$ cat src/rtl/score_pkg.sv
// Shared types and constants for the score overlay.
//   bcd_digit_t  : one BCD digit
//   seg7_t       : segment vector, bit order {g,f,e,d,c,b,a}
//   SEG7_LUT     : segment encodings for digits 0-9
//   conv_state_t : states of the sequential binary-to-BCD engine
//   seg7_decode  : digit to segments, non-decimal nibbles light nothing
package score_pkg;

  typedef logic [3:0] bcd_digit_t;
  typedef logic [6:0] seg7_t;

  localparam seg7_t SEG7_LUT [10] = '{
    7'h3F, 7'h06, 7'h5B, 7'h4F, 7'h66,
    7'h6D, 7'h7D, 7'h07, 7'h7F, 7'h6F
  };

  typedef enum logic [1:0] {
    StIdle,
    StShift,
    StDone
  } conv_state_t;

  function automatic seg7_t seg7_decode(bcd_digit_t d);
    if (d > 4'd9) begin
      return '0;
    end
    return SEG7_LUT[d];
  endfunction

endpackage

$ cat src/rtl/score_overlay_if.sv
// Score and pixel-stream bundle for score_overlay.
//   score            : binary score from the score calculator
//   x_pixel, y_pixel : current pixel coordinates
//   de_in, rgb_in    : upstream display enable and 4:4:4 colour
//   de_out, rgb_out  : composited stream, one cycle later
//   busy             : BCD conversion in progress
// master drives the upstream side, slave is the overlay.
interface score_overlay_if;
  logic [7:0]  score;
  logic [9:0]  x_pixel;
  logic [9:0]  y_pixel;
  logic        de_in;
  logic [11:0] rgb_in;
  logic        de_out;
  logic [11:0] rgb_out;
  logic        busy;

  modport master (
    output score, x_pixel, y_pixel, de_in, rgb_in,
    input  de_out, rgb_out, busy
  );

  modport slave (
    input  score, x_pixel, y_pixel, de_in, rgb_in,
    output de_out, rgb_out, busy
  );
endinterface

$ cat src/rtl/bin2bcd_seq.sv
// Sequential shift-add-3 binary to BCD converter for an 8-bit value.
//   clk_25MHz, reset : clock, asynchronous active-high reset
//   start            : accepted only while idle; latches bin
//   bin              : binary input
//   busy             : high in SHIFT and DONE
//   done             : one-cycle strobe in DONE; digits valid then
//   hundreds/tens/ones : conversion result
module bin2bcd_seq
  import score_pkg::*;
(
  input  logic       clk_25MHz,
  input  logic       reset,
  input  logic       start,
  input  logic [7:0] bin,
  output logic       busy,
  output logic       done,
  output bcd_digit_t hundreds,
  output bcd_digit_t tens,
  output bcd_digit_t ones
);

  conv_state_t state_q, state_d;
  // {hundreds, tens, ones, binary}
  logic [19:0] sr_q, sr_d;
  logic [2:0]  cnt_q, cnt_d;
  logic [11:0] adj;

  always_ff @(posedge clk_25MHz or posedge reset) begin
    if (reset) begin
      state_q <= StIdle;
      sr_q    <= '0;
      cnt_q   <= '0;
    end else begin
      state_q <= state_d;
      sr_q    <= sr_d;
      cnt_q   <= cnt_d;
    end
  end

  always_comb begin
    state_d = state_q;
    sr_d    = sr_q;
    cnt_d   = cnt_q;
    busy    = 1'b0;
    done    = 1'b0;
    adj     = sr_q[19:8];
    unique case (state_q)
      StIdle: begin
        if (start) begin
          sr_d    = {12'd0, bin};
          cnt_d   = '0;
          state_d = StShift;
        end
      end
      StShift: begin
        busy = 1'b1;
        for (int n = 0; n < 3; n++) begin
          if (adj[n*4 +: 4] >= 4'd5) begin
            adj[n*4 +: 4] = adj[n*4 +: 4] + 4'd3;
          end
        end
        sr_d  = {adj[10:0], sr_q[7:0], 1'b0};
        cnt_d = cnt_q + 3'd1;
        if (cnt_q == 3'd7) begin
          state_d = StDone;
        end
      end
      StDone: begin
        busy    = 1'b1;
        done    = 1'b1;
        state_d = StIdle;
      end
      default: state_d = StIdle;
    endcase
  end

  assign hundreds = sr_q[19:16];
  assign tens     = sr_q[15:12];
  assign ones     = sr_q[11:8];

endmodule

$ cat src/rtl/score_overlay.sv
// Draws the score as three 7-segment decimal digits on the VGA pixel stream.
//   clk_25MHz, reset : pixel clock, asynchronous active-high reset
//   bus (slave)      : score in, pixel stream in/out, busy out
// Score changes are converted to BCD by bin2bcd_seq into a pending set of
// digits; pending digits are shown only from a frame start (x=0,y=0) so a
// frame never mixes old and new digits. Pixel output is registered once.
// Build option SCORE_OVERLAY_BLANK_LEADING_ZERO_EN suppresses leading zeros
// (ones digit always drawn).
module score_overlay
  import score_pkg::*;
#(
  parameter int unsigned X_ORIGIN  = 280,
  parameter int unsigned Y_ORIGIN  = 16,
  parameter int unsigned DIGIT_W   = 16,
  parameter int unsigned DIGIT_H   = 32,
  parameter int unsigned SEG_T     = 4,
  parameter int unsigned DIGIT_GAP = 8,
  parameter logic [11:0] FG_COLOR  = 12'hFFF
) (
  input logic            clk_25MHz,
  input logic            reset,
  score_overlay_if.slave bus
);

  localparam int unsigned CellPitch = DIGIT_W + DIGIT_GAP;
  localparam int unsigned H2        = DIGIT_H / 2;

  logic             conv_start, conv_busy, conv_done;
  bcd_digit_t       conv_h, conv_t, conv_o;
  logic [7:0]       last_score_q;
  // index 0 = hundreds, 1 = tens, 2 = ones
  bcd_digit_t [2:0] pend_q, disp_q;
  logic             pend_valid_q;
  logic             frame_start;
  logic [2:0]       draw_en;
  int unsigned      xi, yi;
  logic             lit;
  logic [11:0]      rgb_d;
  logic             de_q;
  logic [11:0]      rgb_q;

  // Engine is idle exactly when it is not busy, so start is only ever seen in IDLE.
  assign conv_start  = (bus.score != last_score_q) && !conv_busy;
  assign frame_start = (bus.x_pixel == 10'd0) && (bus.y_pixel == 10'd0);

  bin2bcd_seq u_bin2bcd (
    .clk_25MHz (clk_25MHz),
    .reset     (reset),
    .start     (conv_start),
    .bin       (bus.score),
    .busy      (conv_busy),
    .done      (conv_done),
    .hundreds  (conv_h),
    .tens      (conv_t),
    .ones      (conv_o)
  );

  always_ff @(posedge clk_25MHz or posedge reset) begin
    if (reset) begin
      last_score_q <= '0;
      pend_q       <= '0;
      disp_q       <= '0;
      pend_valid_q <= 1'b0;
    end else begin
      if (conv_start) begin
        last_score_q <= bus.score;
      end
      if (frame_start && pend_valid_q) begin
        disp_q       <= pend_q;
        pend_valid_q <= 1'b0;
      end
      // A fresh result wins over a same-cycle commit, which then waits a frame.
      if (conv_done) begin
        pend_q       <= {conv_o, conv_t, conv_h};
        pend_valid_q <= 1'b1;
      end
    end
  end

`ifdef SCORE_OVERLAY_BLANK_LEADING_ZERO_EN
  assign draw_en[0] = (disp_q[0] != 4'd0);
  assign draw_en[1] = (disp_q[0] != 4'd0) || (disp_q[1] != 4'd0);
  assign draw_en[2] = 1'b1;
`else
  assign draw_en = 3'b111;
`endif

  // Which segment regions contain cell offset (lx, ly); bit order {g..a}.
  function automatic seg7_t seg_regions(int unsigned lx, int unsigned ly);
    seg7_t r;
    r[0] = (ly < SEG_T);
    r[1] = (lx >= DIGIT_W - SEG_T) && (ly < H2);
    r[2] = (lx >= DIGIT_W - SEG_T) && (ly >= H2);
    r[3] = (ly >= DIGIT_H - SEG_T);
    r[4] = (lx < SEG_T) && (ly >= H2);
    r[5] = (lx < SEG_T) && (ly < H2);
    r[6] = (ly >= H2 - SEG_T / 2) && (ly < H2 + SEG_T / 2);
    return r;
  endfunction

  always_comb begin
    xi  = 32'(bus.x_pixel);
    yi  = 32'(bus.y_pixel);
    lit = 1'b0;
    for (int unsigned i = 0; i < 3; i++) begin
      if (draw_en[i] &&
          (xi >= X_ORIGIN + i * CellPitch) && (xi < X_ORIGIN + i * CellPitch + DIGIT_W) &&
          (yi >= Y_ORIGIN) && (yi < Y_ORIGIN + DIGIT_H)) begin
        lit = lit | (|(seg_regions(xi - X_ORIGIN - i * CellPitch, yi - Y_ORIGIN) &
                       seg7_decode(disp_q[i])));
      end
    end
    if (!bus.de_in) begin
      rgb_d = '0;
    end else if (lit) begin
      rgb_d = FG_COLOR;
    end else begin
      rgb_d = bus.rgb_in;
    end
  end

  always_ff @(posedge clk_25MHz or posedge reset) begin
    if (reset) begin
      de_q  <= 1'b0;
      rgb_q <= '0;
    end else begin
      de_q  <= bus.de_in;
      rgb_q <= rgb_d;
    end
  end

  assign bus.de_out  = de_q;
  assign bus.rgb_out = rgb_q;
  assign bus.busy    = conv_busy;

endmodule

$ cat src/flat_wrapper.sv
// flat-port wrapper written by rule: the top's interface ports become plain ports
module score_overlay_flat import score_pkg::*;
#(
  parameter int unsigned X_ORIGIN  = 280,
  parameter int unsigned Y_ORIGIN  = 16,
  parameter int unsigned DIGIT_W   = 16,
  parameter int unsigned DIGIT_H   = 32,
  parameter int unsigned SEG_T     = 4,
  parameter int unsigned DIGIT_GAP = 8,
  parameter logic [11:0] FG_COLOR  = 12'hFFF
)
  (clk_25MHz, reset, bus_score, bus_x_pixel, bus_y_pixel, bus_de_in, bus_rgb_in, bus_de_out, bus_rgb_out, bus_busy);
  score_overlay_if bus_i ();
  input logic clk_25MHz;
  input logic reset;
  input wire logic [$bits(bus_i.score)-1:0] bus_score;
  input wire logic [$bits(bus_i.x_pixel)-1:0] bus_x_pixel;
  input wire logic [$bits(bus_i.y_pixel)-1:0] bus_y_pixel;
  input wire logic [$bits(bus_i.de_in)-1:0] bus_de_in;
  input wire logic [$bits(bus_i.rgb_in)-1:0] bus_rgb_in;
  output wire logic [$bits(bus_i.de_out)-1:0] bus_de_out;
  output wire logic [$bits(bus_i.rgb_out)-1:0] bus_rgb_out;
  output wire logic [$bits(bus_i.busy)-1:0] bus_busy;
  assign bus_i.score = bus_score;
  assign bus_i.x_pixel = bus_x_pixel;
  assign bus_i.y_pixel = bus_y_pixel;
  assign bus_i.de_in = bus_de_in;
  assign bus_i.rgb_in = bus_rgb_in;
  assign bus_de_out = bus_i.de_out;
  assign bus_rgb_out = bus_i.rgb_out;
  assign bus_busy = bus_i.busy;
  score_overlay #(.X_ORIGIN(X_ORIGIN), .Y_ORIGIN(Y_ORIGIN), .DIGIT_W(DIGIT_W), .DIGIT_H(DIGIT_H), .SEG_T(SEG_T), .DIGIT_GAP(DIGIT_GAP), .FG_COLOR(FG_COLOR)) u_core (.clk_25MHz(clk_25MHz), .reset(reset), .bus(bus_i));
endmodule
$ cat config.mk
export PLATFORM = sky130hd
export DESIGN_NAME = score_overlay_flat
export DESIGN_NICKNAME = d
export VERILOG_FILES = /design/src/rtl/score_pkg.sv /design/src/rtl/score_overlay_if.sv /design/src/rtl/bin2bcd_seq.sv /design/src/rtl/score_overlay.sv /design/src/flat_wrapper.sv
export SDC_FILE = /design/constraint.sdc
export NUM_CORES = 1
export LEC_CHECK = 0
export ABC_AREA = 1
export CAP_MARGIN = 20
export CORE_UTILIZATION = 58
export CTS_CLUSTER_DIAMETER = 50
export DETAILED_ROUTE_END_ITERATION = 8
export PLACE_DENSITY = 0.88
export SYNTH_ARGS = -nofsm -noshare
export SYNTH_HDL_FRONTEND = slang
export SYNTH_SLANG_ARGS = --single-unit
$ cat constraint.sdc
create_clock -name clk_25MHz -period 3.35 [get_ports clk_25MHz]
set_clock_uncertainty 0.15 [all_clocks]
set_input_delay 1.005 -clock clk_25MHz [delete_from_list [all_inputs] [get_ports clk_25MHz]]
set_output_delay 1.005 -clock clk_25MHz [all_outputs]
set_load 0.005 [all_outputs]
Word-level counts from Yosys, hierarchy flattened
Memory sizes are Yosys's and may differ from the RTL's. Cells that the tools add are included.

Register bits: 71. Logic and storage cells: 144. Output and inout bits: 14. Bits of input ports: 43. Memories: 3. Memory bits (read-only): 336.

Memory list: (no name shown) (depth 16, width 7, read ports 1, clocked after Yosys merged registers in 0, write ports 0, line score_pkg.sv:27) `return SEG7_LUT[d];`; (no name shown) (depth 16, width 7, read ports 1, clocked after Yosys merged registers in 0, write ports 0, line score_pkg.sv:27); (no name shown) (depth 16, width 7, read ports 1, clocked after Yosys merged registers in 0, write ports 0, line score_pkg.sv:27).

Reductions and logical operators: 37. $add $sub $neg: 8. Mux-type cells: 40. $lt $le $gt $ge: 29. Eq/ne operators: 6. Bitwise logic cells: 8.

Operators by type and width (count): greater-or-equal comparator 32 x 4 -> 1 bit, second input constant (4); < comparator 32 x 3 -> 1 bit, second input constant (4); two-way mux 7 bit (15); greater-or-equal comparator 32 x 5 -> 1 bit, second input constant (2); < comparator 32 x 5 -> 1 bit, second input constant (2); case mux 20 bit (2 select lines) (1); subtractor 32 x 5 -> 32 bit, second input constant (1); subtractor 32 x 6 -> 32 bit, second input constant (1); greater-or-equal comparator 10 x 9 -> 1 bit, second input constant (3); < comparator 10 x 9 -> 1 bit, second input constant (3); logical AND 1 bit (25); two-way mux 12 bit (2); AND 7 bit (3); OR reduction 7 bit (3); zero test 10 bit (2); two-way mux 20 bit (1); greater-or-equal comparator 5 bit, second input constant (3); NOT 4 -> 5 bit (3); two-way mux 1 bit (13); greater-or-equal comparator 4 x 3 -> 1 bit, second input constant (3); greater-than comparator 4 bit, second input constant (3); subtractor 10 x 5 -> 11 bit, second input constant (1); subtractor 10 x 9 -> 11 bit, second input constant (1); greater-or-equal comparator 10 x 5 -> 1 bit, second input constant (1); 21 further kinds (28).

Longest topological paths before layout
Word-level depth: 16. Gate-level depth with buffers: 26. Gate-level depth less buffers: 24.

Hierarchy
Synthesis repeated with hierarchy kept, for this count alone.

Cell total of the unflattened synthesis: 730. Area, all modules: 5388.9 µm².

By module, submodules not included: score_overlay (cells an instance 540, area an instance 3858.7 µm², instances 1, sequential area each 1151.1 µm²); bin2bcd_seq (cells an instance 190, area an instance 1530.2 µm², instances 1, sequential area each 625.6 µm²).

Worst setup path after synthesis
Ideal clock, no wire load.

Path type: input to register. Start point: in bus_x_pixel[3]. End point: reg u_core.rgb_q[10] (netlist: u_core.bus.rgb_out[10]). Data arrival time: 3.604 ns. Path slack: -0.517 ns. Setup time: 0.113 ns. Stages: 22. Path buffers: 2. Data required time: 3.087 ns. Cell sequence: ha_1 -> inv_1 -> nand3_1 -> nand3_1 -> nand2_1 -> nor2_4 -> clkbuf_1 -> nand3_1 -> ha_1 -> nor2_1 -> nand3_1 -> nor3_4 -> nand3_2 -> nor2_2 -> nand3b_1 -> nand2_1 -> nand2_1 -> o21ai_2 -> buf_6 -> nand4_1 -> nand2_1 -> inv_1.

Longest elaborated chain between the ends: 12. Elaborated cells between the ends (all ways): 49. Those cells by class: add/sub (3); order compare (12); mux (5); bitwise (5); reduce/logical (24).

RTL lines: start, declared (line flat_wrapper.sv:17) `input wire logic [$bits(bus_i.x_pixel)-1:0] bus_x_pixel;`; subtractor 10 x 9 -> 11 bit (line score_overlay.sv:109) `lit = lit | (|(seg_regions(xi - X_ORIGIN - i * CellPitch, yi - Y_ORIGIN) &`; subtractor 32 x 5 -> 32 bit (tied with other cells) (line score_overlay.sv:109); greater-or-equal comparator 32 x 4 -> 1 bit (tied with other cells) (line score_overlay.sv:92, score_overlay.sv:93); logical AND 1 bit (tied with other cells) (line score_overlay.sv:92) `r[1] = (lx >= DIGIT_W - SEG_T) && (ly < H2);`; AND 7 bit or OR reduction 7 bit (tied branches) (line score_overlay.sv:109); OR reduction 7 bit or two-way mux 1 bit (tied branches) (line score_overlay.sv:109, score_overlay.sv:106); OR 1 bit (line score_overlay.sv:109); two-way mux 1 bit (line score_overlay.sv:106) `if (draw_en[i] &&`; OR 1 bit (line score_overlay.sv:109); two-way mux 1 bit (*) (line score_overlay.sv:106); two-way mux 12 bit (*) (line score_overlay.sv:115) `end else if (lit) begin`; two-way mux 12 bit (*) (line score_overlay.sv:113) `if (!bus.de_in) begin`; via u_core.rgb_d[10] (line score_overlay.sv:38) `logic [11:0] rgb_d;`; end signal, assigned (line score_overlay.sv:128) `rgb_q <= rgb_d;`; end, declared (line score_overlay.sv:40) `logic [11:0] rgb_q;`.

The timed path passes the listed nets; every way through them passes the cells marked *. A chain may end at the register's enable or synchronous reset.

Worst setup path in the final report
Start point: in bus_x_pixel[4]. End point: reg u_core.rgb_q[4] (netlist: u_core.bus.rgb_out[4]).

The elaborated chain is that of the path after synthesis.

==> impl_metrics.env <==
export IMPL_critPathMaxFanout=6
export IMPL_grt_pass1_wl_um=24450
export IMPL_synth_nets=813
export IMPL_core_area_mm2=0.008763
export IMPL_maxSlewHeadroom_pct=40.28
export IMPL_min_period_ns=3.825
export IMPL_clkLatencyLatePin_ns=0.35
export IMPL_drive_above_1_share_pct=23.80
export IMPL_synth_top_area_share_pct=33.58
export IMPL_die_h_um=97.52
export IMPL_grt_max_degree=28
export IMPL_synth_ff_type="dfrtp_1"
export IMPL_reg2reg_depth=15
export IMPL_slew_violations=0
export IMPL_fin_cells=965
export IMPL_cap_violations=0
export IMPL_worst_setup_path_start_kind="primary input"
export IMPL_finalSetupTns_ns=-5.207
export IMPL_power_total_mw=3.404
export IMPL_cts_root_buf="clkbuf_8"
export IMPL_gr_total_overflow=0
export IMPL_place_area_mm2=0.006421
export IMPL_wire_per_inst_um=17.11
export IMPL_port_buffers=56
export IMPL_max_freq_mhz=261.4
export IMPL_drt_initial_drc_count=517
export IMPL_hold_violations=0
export IMPL_hold_class="flop to flop"
export IMPL_crit_arrival_ns=3.92
export IMPL_status="complete, but fails checks"
export IMPL_nets=949
export IMPL_antenna_found_initial=0
export IMPL_min_delay_path_depth=2
export IMPL_rows=34
export IMPL_dp_cells=923
export IMPL_synth_seq_area_share_pct=33.58
export IMPL_grt_pass1_vias=5445
export IMPL_path_clk_slew_ns=0.08
export IMPL_synth_seq_cells=71
export IMPL_synth_area_mm2=0.005291
export IMPL_holdBufCountCts=0
export IMPL_die_width_um=97.52
export IMPL_ys_warn_count=0
export IMPL_track_usage_pct=31.49
export IMPL_setup_viol_count_final=12
export IMPL_irDropWorstVdd_mv=0.8614
export IMPL_power_density_mw_per_mm2=472.2
export IMPL_clockBufferDepth=2
export IMPL_syn_area_per_cell_um2=7.380
export IMPL_async_reset_ff_share_pct=100.0
export IMPL_required_ns=3.45
export IMPL_synth_cell_types=42
export IMPL_final_area_mm2=0.007209
export IMPL_synth_top_cell_by_area="dfrtp_1"
export IMPL_hold_worst_slack_ns=0.3394
export IMPL_synth_area_top_cells="dfrtp_1, ha_1, nand2_1, inv_1, nor2_1"
export IMPL_leakage_nw=3.517
export IMPL_cp_end_kind="flop"
export IMPL_violations="setup timing"
export IMPL_rsz0062_at_grt="yes"
export IMPL_start_util_pct=60.38
export IMPL_place_ws_ns=-1.124
export IMPL_via_count=5616
export IMPL_cts_tree="done"
export IMPL_area_growth_pct=36.25
export IMPL_viasPerCell=5.820
export IMPL_diodes=0
export IMPL_die_area_mm2=0.009509
export IMPL_ios=57
export IMPL_gp_congestion=0.9523
export IMPL_dr_pass1_iters=6
export IMPL_htree_levels=3
export IMPL_setup_slack_ns=-0.4752
export IMPL_worst_slew_pin_slew_ns=0.8959
export IMPL_ant_nets=0
export IMPL_routed_wl_um=16510
export IMPL_syn_inst=717
export IMPL_dp_hpwl_um=10190
export IMPL_final_util_pct=82.27
export IMPL_post_route_period_util_pct=114.2
export IMPL_cts_num_sinks=71
export IMPL_synth_edff_count=0
export IMPL_drc=0
export IMPL_worst_setup_path_type="primary input to flop"
export IMPL_numCtsBuffers=9
cell type report:
cell class,count,area [um2]
timing repair buffer,145,1345
clock buffer,12,155.1
inverter,108,415.4
sequential,71,1777
clock inverter,3,42.54
multi-input combinational,518,3339
fill,503,1554
tap,108,135.1
cell families (layout without fill, tap and decap cells):
kind of cell             count (synthesis)  in the layout  synth area share [%]
AO/OA/AOI/OAI                          108            108                 11.61
XOR/XNOR                                10             10                 1.655
adder cells (fa/ha/maj)                 53             53                 12.53
buffers and inverters                  128            268                 9.978
flip-flops                              71             71                 33.58
multiplexers                             3              3                0.6384
AND/OR/NAND/NOR                        344            344                 30.01
routing by layer:
layer  up-vias  share of wire, %  GRT usage (%)
li1       2615                 -              -
met1      2645                39          36.05
met2       274                51          57.07
met3        82               5.9          4.964
met4         0               4.6          14.82
met5         -                 0              0
cell usage after synthesis (2+ instances only):
master and number:
mux2_2 3, nand2_2 6, nand2_1 143, inv_1 103
a31oi_1 7, o2111ai_1 2, nor2_2 7, o21ai_0 48
a21oi_1 24, nor2_4 2, dfrtp_1 71, nand3_1 53
o21ai_2 2, buf_2 2, o211ai_1 6, nand2_4 2
nand4_1 24, or2_2 6, nand3b_1 7, o21ai_1 7
o22ai_1 3, nor2_1 78, a211oi_1 2, buf_6 6
nor3_1 8, xnor2_1 3, inv_2 4, ha_1 53
nand3_2 5, xor2_1 7, clkbuf_1 12
sequential cells by signal, summed over array words and instances (netlist names):
| register | count |
|---|---|
| u_core.pend_q | 12 |
| u_core.bus.de_out | 1 |
| u_core.disp_q | 12 |
| u_core.u_bin2bcd.cnt_q | 3 |
| u_core.last_score_q | 8 |
| u_core.pend_valid_q | 1 |
| u_core.bus.rgb_out | 12 |
| u_core.u_bin2bcd.sr_q | 20 |
| u_core.u_bin2bcd.state_q | 2 |
cell usage in the layout, fill, tap and decap left out, drive strengths merged, types with 2 or more instances in the layout:
master and instances:
a211oi 2, a21oi 24, a31oi 7, buf 95, clkbuf 13, clkdlybuf4s50 49
clkinv 2, dfrtp 71, ha 53, inv 107, mux2 3, nand2 151
nand3 58, nand3b 7, nand4 24, nor2 87, nor3 9, o2111ai 2
o211ai 6, o21ai 57, o21bai 2, o22ai 3, or2 6, xnor2 3
xor2 7
path summary, 6_finish.rpt:
check / slack, ns / to / startpoint
hold / removal: 0.34 / u_core.disp_q[0]$_DFFE_PP0P_ / u_core.pend_q[0]$_DFFE_PP0P_
setup reg to reg: 0.80 / u_core.bus.rgb_out[4]$_DFF_PP0_ / u_core.disp_q[4]$_DFFE_PP0P_
max in group asynchronous: 1.50 / u_core.bus.rgb_out[9]$_DFF_PP0_ / reset
min in group asynchronous: 0.89 / u_core.last_score_q[0]$_DFFE_PP0P_ / reset
hold reg to reg: 0.34 / u_core.disp_q[0]$_DFFE_PP0P_ / u_core.pend_q[0]$_DFFE_PP0P_
setup / recovery: -0.48 / u_core.bus.rgb_out[4]$_DFF_PP0_ / bus_x_pixel[4]
power by group:
part / internal [mW] / leakage (nW) / switching, mW / total (mW)
logic: 0.601 / 2.58 / 0.878 / 1.48
registers: 1.10 / 0.838 / 0.141 / 1.24
clock network: 0.379 / 0.0985 / 0.309 / 0.688
critical path, stage by stage:
cell,delay [ns]
buf_6,0.10
buf_6,0.12
ha_4,0.27
nor2_2,0.03
inv_2,0.06
nand2_2,0.06
inv_2,0.08
nand2_4,0.07
nor2_4,0.18
buf_6,0.15
nand2_4,0.05
ha_4,0.22
nor3_2,0.20
nand3_1,0.12
nor2_2,0.14
nand2_1,0.08
nor2_1,0.11
nand4_1,0.12
nand2_1,0.09
nand2_1,0.06
o21bai_2,0.19
buf_6,0.15
nand4_1,0.09
nand2_1,0.10
inv_1,0.06
repair_timing:
action	in CTS	in global routing
hold endpoints to repair	0	0
gates resized for setup	70	39
pin swaps	49	48
cloned	3	0
buffers inserted	14	11
endpoints found under the setup margin	12	12
Power figures use the tool's default switching activity.
